===== config.mk =====
export PLATFORM = sky130hd
export DESIGN_NAME = muldiv_unit
export DESIGN_NICKNAME = d
export VERILOG_FILES = /design/src/rtl/muldiv_unit.sv
export SDC_FILE = /design/constraint.sdc
export NUM_CORES = 1
export LEC_CHECK = 0
export CAP_MARGIN = 20
export CORE_ASPECT_RATIO = 2
export CORE_UTILIZATION = 62
export DETAILED_ROUTE_END_ITERATION = 10
export PLACE_DENSITY = 0.83
export SKIP_LAST_GASP = 1
export SYNTH_ARGS = -nofsm -noshare
export SYNTH_HDL_FRONTEND = slang
export SYNTH_SLANG_ARGS = --single-unit

===== constraint.sdc =====
create_clock -name clk -period 11.7 [get_ports clk]
set_input_delay 3.51 -clock clk [delete_from_list [all_inputs] [get_ports clk]]
set_output_delay 3.51 -clock clk [all_outputs]
set_load 0.05 [all_outputs]

===== src/rtl/muldiv_unit.sv =====
// rtl/muldiv_unit.sv - iterative RV32M/RV64M multiply/divide unit with valid/ready handshakes
// Optional MULDIV_FAST_MUL_EN: single-cycle combinational multiplier; divides stay iterative.
module muldiv_unit #(
  parameter int XLEN  = 32,
  parameter int CNT_W = $clog2(XLEN) + 1
) (
  input  logic            clk,
  input  logic            rst_n,
  input  logic            in_valid,
  output logic            in_ready,
  input  logic [XLEN-1:0] operand1,
  input  logic [XLEN-1:0] operand2,
  input  logic [6:0]      funct7,
  input  logic [2:0]      funct3,
  output logic            out_valid,
  input  logic            out_ready,
  output logic [XLEN-1:0] out,
  output logic            illegal
);

  typedef enum logic [1:0] {
    S_IDLE,
    S_CALC,
    S_DONE
  } state_e;

  localparam logic [CNT_W-1:0] LAST_ITER = CNT_W'(XLEN - 1);
  localparam logic [XLEN-1:0]  INT_MIN   = {1'b1, {(XLEN-1){1'b0}}};

  state_e              state_q, state_d;
  logic [CNT_W-1:0]    cnt_q, cnt_d;
  logic [2*XLEN-1:0]   acc_q, acc_d;
  logic [XLEN-1:0]     opb_q, opb_d;
  logic [2:0]          f3_q, f3_d;
  logic                negq_q, negq_d;
  logic                negr_q, negr_d;
  logic [XLEN-1:0]     out_q, out_d;
  logic                illegal_q, illegal_d;

  // Accept-side decode: which operands are signed, and their magnitudes
  logic            sgn1, sgn2, neg1, neg2, legal, div_zero, div_ovf;
  logic [XLEN-1:0] mag1, mag2;

  assign sgn1     = ~funct3[0] | (funct3 == 3'b001);
  assign sgn2     = (funct3[2] & ~funct3[0]) | (funct3[2:1] == 2'b00);
  assign neg1     = sgn1 & operand1[XLEN-1];
  assign neg2     = sgn2 & operand2[XLEN-1];
  assign mag1     = neg1 ? -operand1 : operand1;
  assign mag2     = neg2 ? -operand2 : operand2;
  assign legal    = (funct7 == 7'b0000001);
  assign div_zero = (operand2 == '0);
  assign div_ovf  = funct3[2] & ~funct3[0] & (operand1 == INT_MIN) & (operand2 == '1);

`ifdef MULDIV_FAST_MUL_EN
  logic [2*XLEN-1:0] fast_prod, fast_prod_fix;
  logic [XLEN-1:0]   fast_res;

  assign fast_prod     = {{XLEN{1'b0}}, mag1} * {{XLEN{1'b0}}, mag2};
  assign fast_prod_fix = (neg1 ^ neg2) ? -fast_prod : fast_prod;
  assign fast_res      = (funct3[1:0] == 2'b00) ? fast_prod_fix[XLEN-1:0]
                                                : fast_prod_fix[2*XLEN-1:XLEN];
`endif

  // acc_q holds {product_hi, multiplier} for multiply or {remainder, quotient} for divide
  logic [XLEN:0]     mul_sum;
  logic [XLEN:0]     div_shift, div_diff;
  logic [2*XLEN-1:0] mul_next, div_next, iter_acc;

  assign mul_sum   = {1'b0, acc_q[2*XLEN-1:XLEN]} + {1'b0, (acc_q[0] ? opb_q : {XLEN{1'b0}})};
  assign mul_next  = {mul_sum, acc_q[XLEN-1:1]};
  assign div_shift = {acc_q[2*XLEN-1:XLEN], acc_q[XLEN-1]};
  assign div_diff  = div_shift - {1'b0, opb_q};
  assign div_next  = div_diff[XLEN] ? {div_shift[XLEN-1:0], acc_q[XLEN-2:0], 1'b0}
                                    : {div_diff[XLEN-1:0], acc_q[XLEN-2:0], 1'b1};
  assign iter_acc  = f3_q[2] ? div_next : mul_next;

  logic [2*XLEN-1:0] prod_fix;
  logic [XLEN-1:0]   quo_fix, rem_fix, calc_res;

  assign prod_fix = negq_q ? -iter_acc : iter_acc;
  assign quo_fix  = negq_q ? -iter_acc[XLEN-1:0] : iter_acc[XLEN-1:0];
  assign rem_fix  = negr_q ? -iter_acc[2*XLEN-1:XLEN] : iter_acc[2*XLEN-1:XLEN];

  always_comb begin
    calc_res = prod_fix[2*XLEN-1:XLEN];
    if (f3_q[2]) begin
      calc_res = f3_q[1] ? rem_fix : quo_fix;
    end else if (f3_q[1:0] == 2'b00) begin
      calc_res = prod_fix[XLEN-1:0];
    end
  end

  always_comb begin
    state_d   = state_q;
    cnt_d     = cnt_q;
    acc_d     = acc_q;
    opb_d     = opb_q;
    f3_d      = f3_q;
    negq_d    = negq_q;
    negr_d    = negr_q;
    out_d     = out_q;
    illegal_d = illegal_q;
    case (state_q)
      S_IDLE: begin
        if (in_valid) begin
          f3_d      = funct3;
          negq_d    = neg1 ^ neg2;
          negr_d    = neg1;
          cnt_d     = '0;
          opb_d     = mag2;
          acc_d     = {{XLEN{1'b0}}, mag1};
          illegal_d = 1'b0;
          state_d   = S_CALC;
          if (!legal) begin
            out_d     = '0;
            illegal_d = 1'b1;
            state_d   = S_DONE;
          end else if (funct3[2] && div_zero) begin
            out_d   = funct3[1] ? operand1 : '1;
            state_d = S_DONE;
          end else if (div_ovf) begin
            out_d   = funct3[1] ? '0 : operand1;
            state_d = S_DONE;
`ifdef MULDIV_FAST_MUL_EN
          end else if (!funct3[2]) begin
            out_d   = fast_res;
            state_d = S_DONE;
`endif
          end
        end
      end
      S_CALC: begin
        acc_d = iter_acc;
        cnt_d = cnt_q + 1'b1;
        if (cnt_q == LAST_ITER) begin
          out_d   = calc_res;
          state_d = S_DONE;
        end
      end
      S_DONE: begin
        if (out_ready) begin
          state_d = S_IDLE;
        end
      end
      default: state_d = S_IDLE;
    endcase
  end

  always_ff @(posedge clk) begin
    if (!rst_n) begin
      state_q   <= S_IDLE;
      cnt_q     <= '0;
      acc_q     <= '0;
      opb_q     <= '0;
      f3_q      <= '0;
      negq_q    <= 1'b0;
      negr_q    <= 1'b0;
      out_q     <= '0;
      illegal_q <= 1'b0;
    end else begin
      state_q   <= state_d;
      cnt_q     <= cnt_d;
      acc_q     <= acc_d;
      opb_q     <= opb_d;
      f3_q      <= f3_d;
      negq_q    <= negq_d;
      negr_q    <= negr_d;
      out_q     <= out_d;
      illegal_q <= illegal_d;
    end
  end

  assign in_ready  = (state_q == S_IDLE);
  assign out_valid = (state_q == S_DONE);
  assign out       = out_q;
  assign illegal   = illegal_q;

endmodule


==> results_dict.tcl, run 1 <==
set metrics [dict create \
    yosysMostFrequentCell "nand2_1" \
    synthArstFlopShare 0 \
    synth_area_um2 16200 \
    haltStage "global routing (5_1_grt)" \
    die_x_um 116.3 \
    gp_congestion 1.051 \
    post_cts_buffers 0 \
    cts_max_path_buffers 2 \
    place_hpwl_mm 52.44 \
    status "did not finish" \
    synth_nets 2439 \
    grt_max_degree 114 \
    error "[ERROR GRT-0116] Global routing finished with congestion. Check the congestion regions in the DRC Viewer." \
    yosys.area.top_type "dfxtp_1" \
    yosysTopAreaCellShare 0.1754 \
    synth_common_cells "nand2_1, nor2_1, o21ai_0" \
    synth_edf_count 0 \
    std_cell_rows 83 \
    yosysWarnings 0 \
    yosysUniqueCellTypes 105 \
    overflow 5 \
    postSynth.topFlopCell "dfxtp_1" \
    avgSynthCellArea_um2 7.079 \
    ys_top_cells_by_area "dfxtp_1, nand2_1, ha_1, o21ai_0, a21oi_1" \
    die_y_um 230.6 \
    cts_sinks 142 \
    cts_root_buf "clkbuf_16" \
    htree_levels 4 \
    portBuffers 112 \
    ctsHoldBuffers 0 \
    start_util 0.6317 \
    first_global_vias 19360 \
    cts_buffers 17 \
    grt_util_all_layers 0.5799 \
    grt_pass1_wl_mm 117.5 \
    synthCells 2289 \
    ys_ff_latch 142 \
    seq_area_frac_synth 0.1754 \
    pin_count 113 \
    cts_resized 0 \
]
[kinds of logic after synthesis]
family / share of synthesized area
and+or+nand+nor: 0.2746
AOI/OAI and AO/OA: 0.3099
buffers and inverters: 0.05258
xor gates and xnor gates: 0.08918
DFF: 0.1754
adders and majority gates: 0.06393
muxes: 0.03444
[layer usage]
layer,GRT overflow,global-route usage
met5,0,0
met4,3,0.6030
met3,0,0.2549
met2,2,0.8452
met1,0,0.5866
[metrics by stage]
stage                       util  hold slack (ns)  instances  setup slack (ns)  cell area [um^2]
after floorplan                -           0.4494       2289             4.837             16200
after global placement    0.6779           0.4825       2616             3.569             17390
after detailed placement  0.6779           0.5037       2616             3.529             17390
after CTS                 0.6997           0.5133       2648             3.957             17950
==> run 2: changes to the inputs <==
CORE_ASPECT_RATIO = unset   (was 2)
CORE_UTILIZATION = 40   (was 62)
PLACE_DENSITY = unset   (was 0.83)
PLACE_DENSITY_LB_ADDON = 0.15   (was unset)
==> run 2 against run 1 <==
The flow now finishes without violations. Area after synthesis did not move. Synthesized cell count did not move.
==> results_dict.tcl, run 2 <==
set metrics [dict create \
    final_common_cell "nand2_1" \
    grt_pass1_wl_mm 104.4 \
    yosysUniqueCellTypes 105 \
    cp.depth 15 \
    antenna_found_initial 1 \
    vias 18450 \
    ys_top_cells_by_area "dfxtp_1, nand2_1, ha_1, o21ai_0, a21oi_1" \
    pin_count 113 \
    die_area_um2 41320 \
    fmax_ghz 0.1255 \
    grt_max_degree 111 \
    worstPathCellList "clkdlybuf4s50_1, nor4_1, nor4bb_1, nand2b_1, or4_1, nor4_4, buf_4, a211oi_1, nor3_2, buf_4, o211ai_1, a21oi_1, nand2_1, a2111oi_0, a211o_1" \
    hold_slack_ns 0.4944 \
    p_seq_frac 0.312 \
    synthCells 2289 \
    p_switching_w 0.0007038 \
    worst_path_largest_cell_delay_ns 0.56 \
    fin_crit_sh 0.6809 \
    power_frac_comb 0.359 \
    multi_input_area_um2 12540 \
    status "completed" \
    power.share.clock 0.330 \
    vias_per_cell 6.502 \
    vdd_ir_drop_max_mv 0.1291 \
    drive_gt1_frac 0.05534 \
    core-area_um2 39820 \
    gp_congestion 0.9746 \
    fin_nets 2450 \
    first_global_vias 16740 \
    regMostFlops "acc_q" \
    powerDensity_nw_per_um2 96.28 \
    seq_area_frac_synth 0.1754 \
    overflow 0 \
    cts_resized 0 \
    cts_max_path_buffers 2 \
    required_ns 12.10 \
    timing.setup.tns_ns 0 \
    start_util 0.4069 \
    p_int_w 0.001054 \
    synthArstFlopShare 0 \
    syn_to_final_growth_pct 12.69 \
    ys_ff_latch 142 \
    htree_levels 4 \
    hold_class "flop to flop" \
    switching_share 0.4003 \
    crit_family "simple AND/OR/NAND/NOR gates" \
    drt_wl_total_mm 69.85 \
    grt_util_all_layers 0.3313 \
    dr.pass1.iters 5 \
    cp.arrival_ns 8.37 \
    place_hpwl_mm 52.82 \
    synth_edf_count 0 \
    maxSlewHeadroom 0.1725 \
    whs_path_depth 2 \
    synth_area_um2 16200 \
    std_cell_rows 73 \
    crit_fanout 59 \
    postSynth.topFlopCell "dfxtp_1" \
    cts_sinks 142 \
    largest_register_ffs 64 \
    cts_tree "yes" \
    avgSynthCellArea_um2 7.079 \
    synth_common_cells "nand2_1, nor2_1, o21ai_0" \
    clk_pin_slew_worst_paths_ns 0.08 \
    cts_root_buf "clkbuf_16" \
    cp-start-kind "input port" \
    wl_per_cell_um 24.61 \
    finalSetupViolations 0 \
    end_kind "flop" \
    synth_nets 2439 \
    max_slew.worst_pin.slew_ns 1.241 \
    leakage_nw 6.960 \
    yosysTopAreaCellShare 0.1754 \
    antenna_cells 0 \
    cpMostUsedCell "buf_4" \
    reg2reg_depth 24 \
    path_class "input port to flop" \
    drv_slew 0 \
    hold_viol_final 0 \
    finalClockSkew_ns 0.01490 \
    rsz0062_at_grt "false" \
    yosys.area.top_type "dfxtp_1" \
    portBuffers 112 \
    layout_min_cycle_time_ns 7.967 \
    die_y_um 203.3 \
    crit_path_top_delay_cell "nor4_1" \
    final.fill_count 4187 \
    die_x_um 203.3 \
    insertion_delay_ns 0.46 \
    yosysWarnings 0 \
    ctsHoldBuffers 0 \
    regArea_um2 2848 \
    ant_nets 0 \
    cap_violations 0 \
    final_cell_mix "nand2_1, nor2_1, o21ai_0" \
    yosysMostFrequentCell "nand2_1" \
    post_cts_buffers 0 \
    critPathBufInv 3 \
    cts_buffers 17 \
    drt_iter0_markers 2282 \
    drcViolationCount 0 \
]
-- run 2: cell counts after synthesis --
No cell type changed its count.
-- run 2: cells by family after synthesis --
group                      Yosys count  share of synthesized area
muxes                               54                    0.03444
AOI/OAI and AO/OA                  741                     0.3099
adders and majority gates           84                    0.06393
buffers and inverters              219                    0.05258
DFF                                142                     0.1754
and+or+nand+nor                    884                     0.2746
xor gates and xnor gates           165                    0.08918
-- run 2: cell type report --
| type | count | area share |
|---|---|---|
| multi-input combinational | 1928 | 0.6867 |
| sequential | 142 | 0.1559 |
| timing repair buffer | 142 | 0.07468 |
| tap | 525 | 0.03597 |
| clock buffer | 19 | 0.02425 |
| inverter | 69 | 0.01418 |
| clock inverter | 13 | 0.008290 |
-- run 2: power groups by stage --
stage | registers (W) | logic, W | clock network [W]
2_1_floorplan | 0.000561 | 0.000387 | 0
3_3_place_gp | 0.000557 | 0.000605 | 0
3_5_place_dp | 0.000558 | 0.000608 | 0
4_1_cts | 0.000547 | 0.000611 | 0.000584
5_1_grt | 0.000550 | 0.000669 | 0.000605
6_report | 0.000548 | 0.000630 | 0.000580
-- run 2: worst paths after layout --
kind | from | endpoint | slack [ns]
max | operand2[13] | out[25]$_SDFFE_PN0P_ | 3.73
min | cnt_q[1]$_SDFFE_PN0P_ | cnt_q[1]$_SDFFE_PN0P_ | 0.49
max reg2reg | acc_q[31]$_SDFFE_PN0P_ | out[22]$_SDFFE_PN0P_ | 4.20
min reg2reg | cnt_q[1]$_SDFFE_PN0P_ | cnt_q[1]$_SDFFE_PN0P_ | 0.49
-- run 2: stage by stage --
step                      worst slack [ns]  instances  power (W)    util  cell area (um^2)
final                                3.733       2838   0.001758  0.4586             18260
after global routing                 3.331       2838   0.001825  0.4586             18260
after CTS                            3.838       2837   0.001742  0.4579             18230
after detailed placement             3.366       2805   0.001166  0.4429             17640
after global placement               3.584       2805   0.001162  0.4429             17640
after floorplan                      4.837       2289  0.0009477       -             16200
-- run 2: worst min-delay path, delay by kind of cell, from the launching register on --
family | cells | cell delay, ns
AO/OA/AOI/OAI | 1 | 0.07
flip-flops | 1 | 0.32
AND/OR/NAND/NOR | 1 | 0.06
-- run 2: routing by layer --
metal / wire, um / track usage
met5: 13 / 0
met4: 2153 / 0.1133
met3: 6808 / 0.05113
met2: 29800 / 0.4989
met1: 31070 / 0.4754
Power figures use the tool's default switching activity.
==> run 3: changes to the inputs <==
clock period = 7.7 ns   (was 11.7 ns; I/O delays follow)
==> run 3 against run 2 <==
Critical path depth rose by 8. Combinational power grew 51%. Clock-buffer cell count stayed put. Hold slack improved by 0.0045 ns. Sequential cell count is the same. Total power rose by 55%. Final area is 0.33% higher. Utilization increased by 0.15 points.
==> results_dict.tcl, run 3 (synthesis gave the netlist of run 2 again) <==
set metrics [dict create \
    status "completed" \
    drt_wl_total_mm 68.72 \
    cts_max_path_buffers 2 \
    r2r_start "acc_q[31]$_SDFFE_PN0P_" \
    layout_min_cycle_time_ns 7.035 \
    syn_to_final_growth_pct 13.06 \
    die_y_um 203.3 \
    wl_per_cell_um 24.17 \
    fmax_ghz 0.1422 \
    rsz0062_at_grt "false" \
    clk_pin_slew_worst_paths_ns 0.07 \
    place_ws_ns 0.8511 \
    fin_crit_sh 0.9136 \
    final_util 0.4601 \
    htree_levels 4 \
    hold_class "flop to flop" \
    reg2reg_to "out[22]$_SDFFE_PN0P_" \
    finalSetupViolations 0 \
    drt_iter0_markers 2110 \
    fin_ws_ns 0.6652 \
    ant_nets 0 \
    cts_resized 0 \
    grt_max_degree 97 \
    reg2reg_slack_ns 0.67 \
    antenna_found_initial 1 \
    final_common_cell "nand2_1" \
    fin_nets 2455 \
    grtUsageMet2 0.4887 \
    finalClockSkew_ns 0.01158 \
    busiest_layer "met2" \
    max_slew.worst_pin.slew_ns 1.197 \
    reg2reg_depth 23 \
    power_frac_comb 0.349 \
    p_int_w 0.001670 \
    grt_use_met1 0.4593 \
    required_ns 8.09 \
    timing.setup.tns_ns 0 \
    cap_violations 0 \
    place_area_um2 17680 \
    largest_register_ffs 64 \
    core-area_um2 39820 \
    first_global_vias 16780 \
    cts_tree "yes" \
    crit_fanout 9 \
    insertion_delay_ns 0.47 \
    die_area_um2 41320 \
    hold_viol_final 0 \
    antenna_cells 0 \
    p_total_w 0.002718 \
    p_seq_frac 0.306 \
    design_area_um2 18320 \
    crit_end "out[22]$_SDFFE_PN0P_" \
    crit_path_start "acc_q[31]$_SDFFE_PN0P_" \
    met3_usage 0.07207 \
    vias 18280 \
    regMostFlops "acc_q" \
    grt_util_all_layers 0.3289 \
    grt_pass1_wl_mm 103.8 \
    switching_share 0.3857 \
    final_cell_mix "nand2_1, nor2_1, o21ai_0" \
    drive_gt1_frac 0.05781 \
    maxSlewHeadroom 0.2021 \
    path_class "flop to flop" \
    drcViolationCount 0 \
    start_util 0.4069 \
    cts_buffers 17 \
    gp_congestion 0.9941 \
    std_cell_rows 73 \
    powerDensity_nw_per_um2 148.4 \
    vias_per_cell 6.431 \
    ctsHoldBuffers 0 \
    dr.pass1.iters 8 \
    post_cts_buffers 0 \
    place_hpwl_mm 52.43 \
    final.fill_count 4226 \
    drv_slew 0 \
    leakage_nw 7.005 \
    pin_count 113 \
    cp.arrival_ns 7.43 \
    portBuffers 112 \
    vdd_ir_drop_max_mv 0.1725 \
    cts_sinks 142 \
    p_switching_w 0.001048 \
    die_x_um 203.3 \
    end_kind "flop" \
    power.share.clock 0.344 \
    cts_root_buf "clkbuf_16" \
    overflow 0 \
    cp-start-kind "flop" \
]
==> run 3: cell types whose count changed in the layout (fill, tap and decap cells not counted), sizes merged <==
cell,previous run,this run
buf,31,36
bufinv,2,4
clkinv,3,5
clkinvlp,3,1
inv,74,72
==> run 3: layer usage <==
metal  share of wire  routed length (um)
met1            0.43               29760
met2            0.43               29210
met3            0.11                7293
met4           0.035                2439
met5         0.00019                  13
==> run 3: critical path, cell delays in order (launching register included) <==
cell and delay [ns]:
dfxtp_1 0.36, inv_1 0.07, ha_1 0.17, inv_1 0.06, fa_1 0.42, a211oi_1 0.41
o211ai_1 0.26, and3_1 0.26, o31a_1 0.37, nor3_4 0.16, nor2_1 0.11, a21oi_1 0.21
ha_1 0.22, o2111ai_1 0.17, or3_1 0.55, nor3_1 0.28, nand4_1 0.55, a311oi_1 0.52
nor4bb_1 0.69, a41oi_1 0.29, mux2_2 0.34, xnor2_1 0.23, a21oi_1 0.11, nor3_1 0.12
==> run 3: worst min path at each step <==
stage / end / from / cells past startpoint
floorplan: opb_q[31]$_SDFFE_PN0P_ / opb_q[31]$_SDFFE_PN0P_ / 2
global placement: opb_q[31]$_SDFFE_PN0P_ / opb_q[31]$_SDFFE_PN0P_ / 2
detailed placement: opb_q[31]$_SDFFE_PN0P_ / opb_q[31]$_SDFFE_PN0P_ / 2
CTS: opb_q[31]$_SDFFE_PN0P_ / opb_q[31]$_SDFFE_PN0P_ / 2
global route: opb_q[31]$_SDFFE_PN0P_ / opb_q[31]$_SDFFE_PN0P_ / 2
finish: opb_q[31]$_SDFFE_PN0P_ / opb_q[31]$_SDFFE_PN0P_ / 2
==> run 3: layout make-up <==
cell class | count | area [um^2] | share of cell area
Clock buffer | 19 | 452.9 | 0.02472
Inverter | 69 | 259.0 | 0.01414
Sequential cell | 142 | 2848 | 0.1554
Timing Repair Buffer | 147 | 1381 | 0.07539
Tap cell | 525 | 656.9 | 0.03585
Multi-Input combinational cell | 1928 | 12540 | 0.6844
Clock inverter | 13 | 183.9 | 0.01004
==> run 3: power by group through the flow <==
stage	clock (W)	combinational, W	sequential [W]
after floorplan	0	0.000588	0.000852
after global placement	0	0.000913	0.000847
after detailed placement	0	0.000919	0.000847
after CTS	0.000940	0.000923	0.000831
after global routing	0.000971	0.00102	0.000838
final	0.000936	0.000950	0.000833
==> run 3: metrics by stage <==
stage,hold slack (ns),std cells
floorplan,0.4494,2289
global placement,0.4785,2811
detailed placement,0.4892,2811
CTS,0.4964,2843
global route,0.5062,2843
finish,0.4989,2843
